`src/rtl/me_control.sv`:
```
// Sequencing controller for the full-search motion estimator: address streaming, PE enables,
// peready strobes and comparator control. Optional early stop on a zero distortion: ME_ZERO_STOP_EN.
module me_control #(
  parameter int unsigned PASSES = 16,
  parameter int unsigned DIST_W = 8
) (
  input  logic        clk,
  input  logic        reset,
  input  logic        start,
  output logic        busy,
  output logic        done,
  output logic        compstart,
  output logic [15:0] pe_en,
  output logic [15:0] peready,
  output logic [3:0]  vectorX,
  output logic [3:0]  vectorY,
  output logic [7:0]  addressR,
  output logic [9:0]  addressS
`ifdef ME_ZERO_STOP_EN
  ,
  input  logic [DIST_W-1:0] bestdist
`endif
);

  if (PASSES < 1 || PASSES > 16 || DIST_W < 1) begin : g_cfg_check
    $error("me_control: PASSES must be 1..16 and DIST_W at least 1");
  end

  typedef enum logic [1:0] {StIdle, StInit, StRun, StDone} state_e;

  localparam logic [8:0] LcLast = 9'd271;
  localparam logic [3:0] VyLast = 4'(PASSES - 1);

  state_e      state_q;
  logic [8:0]  lc_q;
  logic [3:0]  vy_q;
  logic        zero_hit;
  logic        run_end;

`ifdef ME_ZERO_STOP_EN
  // A zero distortion cannot be improved on, so the remaining passes are skipped.
  assign zero_hit = (bestdist == '0);
`else
  assign zero_hit = 1'b0;
`endif

  assign run_end = (vy_q == VyLast) || zero_hit;

  always_ff @(posedge clk or posedge reset) begin
    if (reset) begin
      state_q <= StIdle;
      lc_q    <= '0;
      vy_q    <= '0;
    end else begin
      unique case (state_q)
        StIdle, StDone: begin
          if (start) state_q <= StInit;
        end
        StInit: begin
          state_q <= StRun;
          lc_q    <= '0;
          vy_q    <= '0;
        end
        StRun: begin
          if (lc_q == LcLast) begin
            lc_q <= '0;
            if (run_end) begin
              state_q <= StDone;
              vy_q    <= '0;
            end else begin
              vy_q <= vy_q + 4'd1;
            end
          end else begin
            lc_q <= lc_q + 9'd1;
          end
        end
        default: state_q <= StIdle;
      endcase
    end
  end

  logic       run;
  logic       stream;
  logic [4:0] row_sum;

  always_comb begin
    run       = (state_q == StRun);
    stream    = run && !lc_q[8];
    busy      = (state_q == StInit) || run;
    done      = (state_q == StDone);
    compstart = run || done;
    row_sum   = {1'b0, vy_q} + {1'b0, lc_q[7:4]};

    pe_en   = '0;
    peready = '0;
    for (int i = 0; i < 16; i++) begin
      pe_en[i]   = run && (lc_q >= 9'(i)) && (lc_q <= 9'(i + 255));
      peready[i] = run && (lc_q == 9'(i + 256));
    end

    // In the tail (lc 256..271) lc - 256 is simply the low nibble.
    vectorX  = (run && lc_q[8]) ? lc_q[3:0] : 4'd0;
    vectorY  = run ? vy_q : 4'd0;
    addressR = stream ? lc_q[7:0] : 8'd0;
    addressS = stream ? {row_sum, 1'b0, lc_q[3:0]} : 10'd0;
  end

endmodule

```
`config.mk`:
```
export PLATFORM = sky130hd
export DESIGN_NAME = me_control
export DESIGN_NICKNAME = d
export VERILOG_FILES = /design/src/rtl/me_control.sv
export SDC_FILE = /design/constraint.sdc
export NUM_CORES = 1
export LEC_CHECK = 0
export CORE_UTILIZATION = 25
export DETAILED_ROUTE_END_ITERATION = 10
export PLACE_DENSITY = 0.53
export SLEW_MARGIN = 20
export SYNTH_ARGS = -nofsm -noshare
export SYNTH_HDL_FRONTEND = slang
export SYNTH_SLANG_ARGS = --single-unit
```
`constraint.sdc`:
```
create_clock -name clk -period 2.4 [get_ports clk]
set_input_delay 0.48 -clock clk [delete_from_list [all_inputs] [get_ports clk]]
set_output_delay 0.48 -clock clk [all_outputs]
set_load 0.005 [all_outputs]
```
==> After elaboration in Yosys (flattened, before gate mapping) <==
Index checks and enable logic that the tools add are counted.
{ "totals": {"word_cells": 132, "reg_bits": 15} }
{ "op_classes": {"n_mux": 13, "n_eq_ne": 23, "n_reduce_logical": 58, "n_addsub": 3, "n_lt_le_gt_ge": 32} }
{ "op_table": {"columns": ["cell", "count"], "rows": [
  ["== test 9 bit, second input constant", 16],
  ["<= comparator 9 bit, second input constant", 15],
  [">= comparator 9 x 4 -> 1 bit, second input constant", 8],
  ["logical AND 1 bit", 50],
  [">= comparator 9 x 3 -> 1 bit, second input constant", 4],
  [">= comparator 9 x 1 -> 1 bit, second input constant", 2],
  [">= comparator 9 x 2 -> 1 bit, second input constant", 2],
  ["one-hot mux 9 bit (2 select lines)", 1],
  ["2-to-1 mux 4 bit", 4],
  ["2-to-1 mux 10 bit", 1],
  ["adder 9 x 1 -> 9 bit, second input constant", 1],
  ["<= comparator 9 x 8 -> 1 bit, second input constant", 1],
  ["2-to-1 mux 9 bit", 1],
  ["2-to-1 mux 8 bit", 1],
  ["one-hot mux 4 bit (2 select lines)", 1],
  ["2-to-1 mux 2 bit", 3],
  ["one-hot mux 2 bit (3 select lines)", 1],
  ["adder 4 x 4 -> 5 bit", 1],
  ["adder 4 x 1 -> 4 bit, second input constant", 1],
  ["== test 2 bit, second input constant", 2],
  ["== test 4 bit, second input constant", 1],
  ["inequality test 2 bit, second input constant", 2],
  ["AND reduction 3 bit", 1],
  ["== test 2 x 1 -> 1 bit, second input constant", 1],
  ["7 further kinds", 8]
]} }

==> Longest topological paths before layout <==
{ "depth": {"depth_word": 4, "depth_mapped": 8, "mapped_depth_nobuf": 6} }

==> Least setup slack after synthesis <==
OpenSTA, ideal clock, no wires.
{ "synth_timing": {"path_kind": "reg2out", "start": "register lc_q[1]", "end": "output port pe_en[5]", "required_time_ps": 1920, "path_stages_with_launch": 8, "arrival_time_ps": 1811, "setup_slack_ps": 109, "cell_sequence": "dfrtp_1 > clkbuf_1 > clkbuf_1 > inv_1 > ha_1 > or3_1 > a211oi_1 > nor3_1"} }
{ "synth_between": {"elab_chain_cells": 3, "elab_cells_between_ends": 4} }
{ "synth_lines": {"columns": ["item", "line_no", "rtl"], "rows": [
  ["start: declaration", "35", "logic [8:0] lc_q;"],
  ["start signal: assignment", "74", "lc_q <= lc_q + 9'd1;"],
  [">= comparator 9 x 3 -> 1 bit", "97", "pe_en[i] = run && (lc_q >= 9'(i)) && (lc_q <= 9'(i + 255));"],
  ["logical AND 1 bit", "97", null],
  ["logical AND 1 bit (*)", "97", null],
  ["end: declaration", "13", "output logic [15:0] pe_en,"]
]} }
Every way passes the cells marked *; elsewhere a longest branch is shown, timed or not.

==> Worst setup path in the final report <==
{ "layout_timing": {"start": "register lc_q[6]", "end": "output port peready[10]"} }
{ "layout_between": {"elab_chain_cells": 2} }
{ "layout_lines": {"columns": ["item", "line_no", "rtl"], "rows": [
  ["== test 9 bit", "98", "peready[i] = run && (lc_q == 9'(i + 256));"],
  ["logical AND 1 bit", "98", null],
  ["end: declaration", "14", "output logic [15:0] peready,"]
]} }
No other way between the ends.

==> impl_metrics.env <==
export IMPL_status="finished, violations left"
export IMPL_violations="negative setup slack"
export IMPL_insertion_delay_ps=250
export IMPL_setup_viol=24
export IMPL_crit_top_cell="buf_6"
export IMPL_die_h_um=88.5
export IMPL_dp_hpwl_um=5310
export IMPL_syn_inst=259
export IMPL_cp_end_kind="output pin"
export IMPL_cts_buffers=3
export IMPL_arrival_ps=2080
export IMPL_dpl_instance_area_um2=2970
export IMPL_r2r_start="lc_q[4]"
export IMPL_internal_power_mw=0.878
export IMPL_place_inst=454
export IMPL_r2r_slack_ps=140
export IMPL_vias_per_cell=5.09
export IMPL_power_density_nw_per_um2=420
export IMPL_grtUsageTotal_pct=19.9
export IMPL_post_route_util_pct=51.5
export IMPL_fin_setup_tns_ps=-1850
export IMPL_crit_chain="buf_6 > or4_4 > buf_12 > nor4_4 > buf_4 > buf_6 > and3_4 > buf_6"
export IMPL_rsz0062_at_grt="yes"
export IMPL_yosysSeqAreaShare_pct=20.1
export IMPL_timing_rr_end="state_q[0]"
export IMPL_holdBufCountCts=0
export IMPL_drt_iter0_drc=178
export IMPL_slowest_delay_ps=490
export IMPL_clock_sinks=15
export IMPL_worstPathBufferInverterCount=5
export IMPL_critPathTopFamily="simple AND/OR/NAND/NOR gates"
export IMPL_place_gp_congestion=0.839
export IMPL_slowest_stage="or4_4"
export IMPL_fin_cells=496
export IMPL_hold_depth=2
export IMPL_start_util_pct=25.8
export IMPL_min_to="vy_q[3]"
export IMPL_synth_seq_cells=15
export IMPL_core_um2=7250
export IMPL_grt_ovfl_total=0
export IMPL_p_leak_nw=1.79
export IMPL_dr_pass1_iters=4
export IMPL_seq_area_um2=377
export IMPL_pwr_share_comb_pct=67.5
export IMPL_required_ps=1920
export IMPL_final_hold_viol_count=0
export IMPL_hold_path_class="flip-flop to flip-flop"
export IMPL_finClkSkew_ps=1.95
export IMPL_fmax_mhz=391
export IMPL_design_die_area_um2=7840
export IMPL_wl_per_cell_um=16.4
export IMPL_finalCritPeriodShare_pct=107
export IMPL_setup_ws_ps=-158
export IMPL_p_switching_mw=0.690
export IMPL_die_w_um=88.5
export IMPL_syn_area_per_cell_um2=7.23
export IMPL_synthArstFlopShare_pct=100
export IMPL_grt_pass1_wl_um=12000
export IMPL_syn_num_nets=276
export IMPL_ys_types=54
export IMPL_worstSetupPathType="flip-flop to output pin"
export IMPL_htreeDepth=1
export IMPL_switching_share_pct=44.0
export IMPL_antennaDiodeCount=0
export IMPL_fillCellCount=685
export IMPL_cp_start_kind="flip-flop"
export IMPL_wl_um=8110
export IMPL_root_buffer="clkbuf_8"
export IMPL_path_clk_slew_ps=60
export IMPL_pwr_share_seq_pct=19.6
export IMPL_pwr_share_clk_pct=13.0
export IMPL_drv_slew=0
export IMPL_ys_flop_type="dfrtp_1"
export IMPL_yosysWarnings=0
export IMPL_grt_pass1_vias=2381
export IMPL_antenna_found_initial=0
export IMPL_cts_tree="yes"
export IMPL_io_buffers=62
export IMPL_vias=2525
export IMPL_nets=415
export IMPL_power_total_mw=1.57
export IMPL_slew_headroom_pct=61.4
export IMPL_drv_cap=0
export IMPL_syn_cell_area_um2=1870
export IMPL_antenna_left=0
export IMPL_hold_path_startpoint="vy_q[3]"
export IMPL_ios=64
export IMPL_max_vdd_ir_drop_uv=295
export IMPL_worst_pin_slew_ps=578
export IMPL_multiInputGateArea_um2=1690
export IMPL_drive_above_1_share_pct=52.9
export IMPL_core_rowCount=31
export IMPL_period_needed_ps=2560
export IMPL_reg2reg_depth=11
export IMPL_drc=0
export IMPL_area_growth_pct=99.4
export IMPL_grt_max_degree=25
export IMPL_synth_edf_count=0
export IMPL_final_area_um2=3730
export IMPL_clockBufferDepth=2
export IMPL_path_max_fanout=4
[final cells by class]
type	count	share of cell area, %
tap	99	3.32
sequential	15	10.1
timing repair buffer	163	38.7
clock inverter	1	0.134
clock buffer	3	1.11
inverter	13	1.51
multi-input combinational	202	45.2
[synth_stat cells, types with 4 or more instances]
cell / instances / area (um^2)
nor3_1: 4 / 20.0
ha_1: 13 / 163
nand4_1: 4 / 25.0
and2_1: 8 / 50.1
a31oi_1: 4 / 25.0
inv_1: 10 / 37.5
buf_4: 5 / 37.5
and3_1: 15 / 93.8
nand2_1: 27 / 101
nor4_1: 6 / 37.5
nor2_1: 31 / 116
a311oi_1: 5 / 43.8
dfrtp_1: 15 / 375
clkbuf_1: 20 / 75.1
a21oi_1: 9 / 45.0
o21ai_0: 19 / 95.1
nand3_1: 7 / 35.0
[kinds of logic (layout without fill, tap and decap cells)]
family                     after synthesis  in the layout  synth area share [%]
and+or+nand+nor                        119            119                  34.1
xor gates and xnor gates                 2              2                 0.936
other                                    1              1                 0.200
adders and majority gates               14             14                  9.76
buffers and inverters                   42            180                  10.4
muxes                                    3              3                  1.67
DFF                                     15             15                  20.1
AOI/OAI and AO/OA                       63             63                  22.9
[layout by cell type (no fill, tap or decap), drive strengths merged, types with 3 or more instances in the layout]
| cell | Yosys | layout |
|---|---|---|
| dlymetal6s2s | 0 | 7 |
| nand4 | 4 | 4 |
| or4 | 3 | 3 |
| ha | 13 | 13 |
| nand2 | 27 | 27 |
| a221oi | 3 | 3 |
| a311oi | 5 | 5 |
| o31ai | 4 | 4 |
| and3 | 15 | 15 |
| nor3 | 6 | 6 |
| buf | 9 | 133 |
| nor4 | 8 | 8 |
| inv | 11 | 10 |
| a31oi | 4 | 4 |
| o21ai | 20 | 20 |
| nor2 | 31 | 31 |
| nand3 | 7 | 7 |
| clkdlybuf4s50 | 0 | 19 |
| nor2b | 3 | 3 |
| a211oi | 3 | 3 |
| and2 | 8 | 8 |
| dfrtp | 15 | 15 |
| clkbuf | 20 | 5 |
| a21oi | 9 | 9 |
[timing repair]
action,CTS,global route
pin swaps,39,23
endpoints found under the setup margin,49,45
gates resized for setup,218,55
cloned,1,0
buffers inserted,32,10
hold endpoints to repair,0,0
[worst min-delay path: cells and delay by family (launching register included)]
kind / cells / cell delay (ps)
simple gates: 2 / 130
flops: 1 / 430
[sequential cells by signal (all words and copies together), names as in the netlist]
register  cells
vy_q          4
lc_q          9
state_q       2
[how the worst max path moves through the flow]
stage	startpoint	end	slack, ps	depth (start not counted)
after floorplan	lc_q[1]	pe_en[5]	110	7
after global placement	lc_q[5]	pe_en[2]	-220	5
after detailed placement	lc_q[5]	pe_en[1]	-210	5
after CTS	lc_q[7]	pe_en[4]	-160	6
after global routing	lc_q[6]	peready[10]	-220	8
final	lc_q[6]	peready[10]	-160	8
[metal layers]
metal | global-route usage, % | vias to the layer above | part of all wire, %
met4 | 3.37 | 0 | 0.73
li1 | - | 1203 | -
met1 | 27.3 | 1221 | 43
met3 | 3.82 | 8 | 7.3
met2 | 32.7 | 93 | 49
met5 | 0 | - | 0
[power by group through the flow]
stage               clock [mW]  sequential, mW  combinational, mW
finish                   0.203           0.307               1.06
global route             0.222           0.311               1.14
CTS                      0.208           0.306              0.986
detailed placement           0           0.302              0.866
global placement             0           0.301              0.858
floorplan                    0           0.302              0.461
[through the flow]
step,hold WS (ps),setup slack (ps)
2_1_floorplan,381,109
3_3_place_gp,569,-220
3_5_place_dp,583,-214
4_1_cts,598,-157
5_1_grt,653,-222
6_report,593,-158
(Power assumes the default switching activity.)
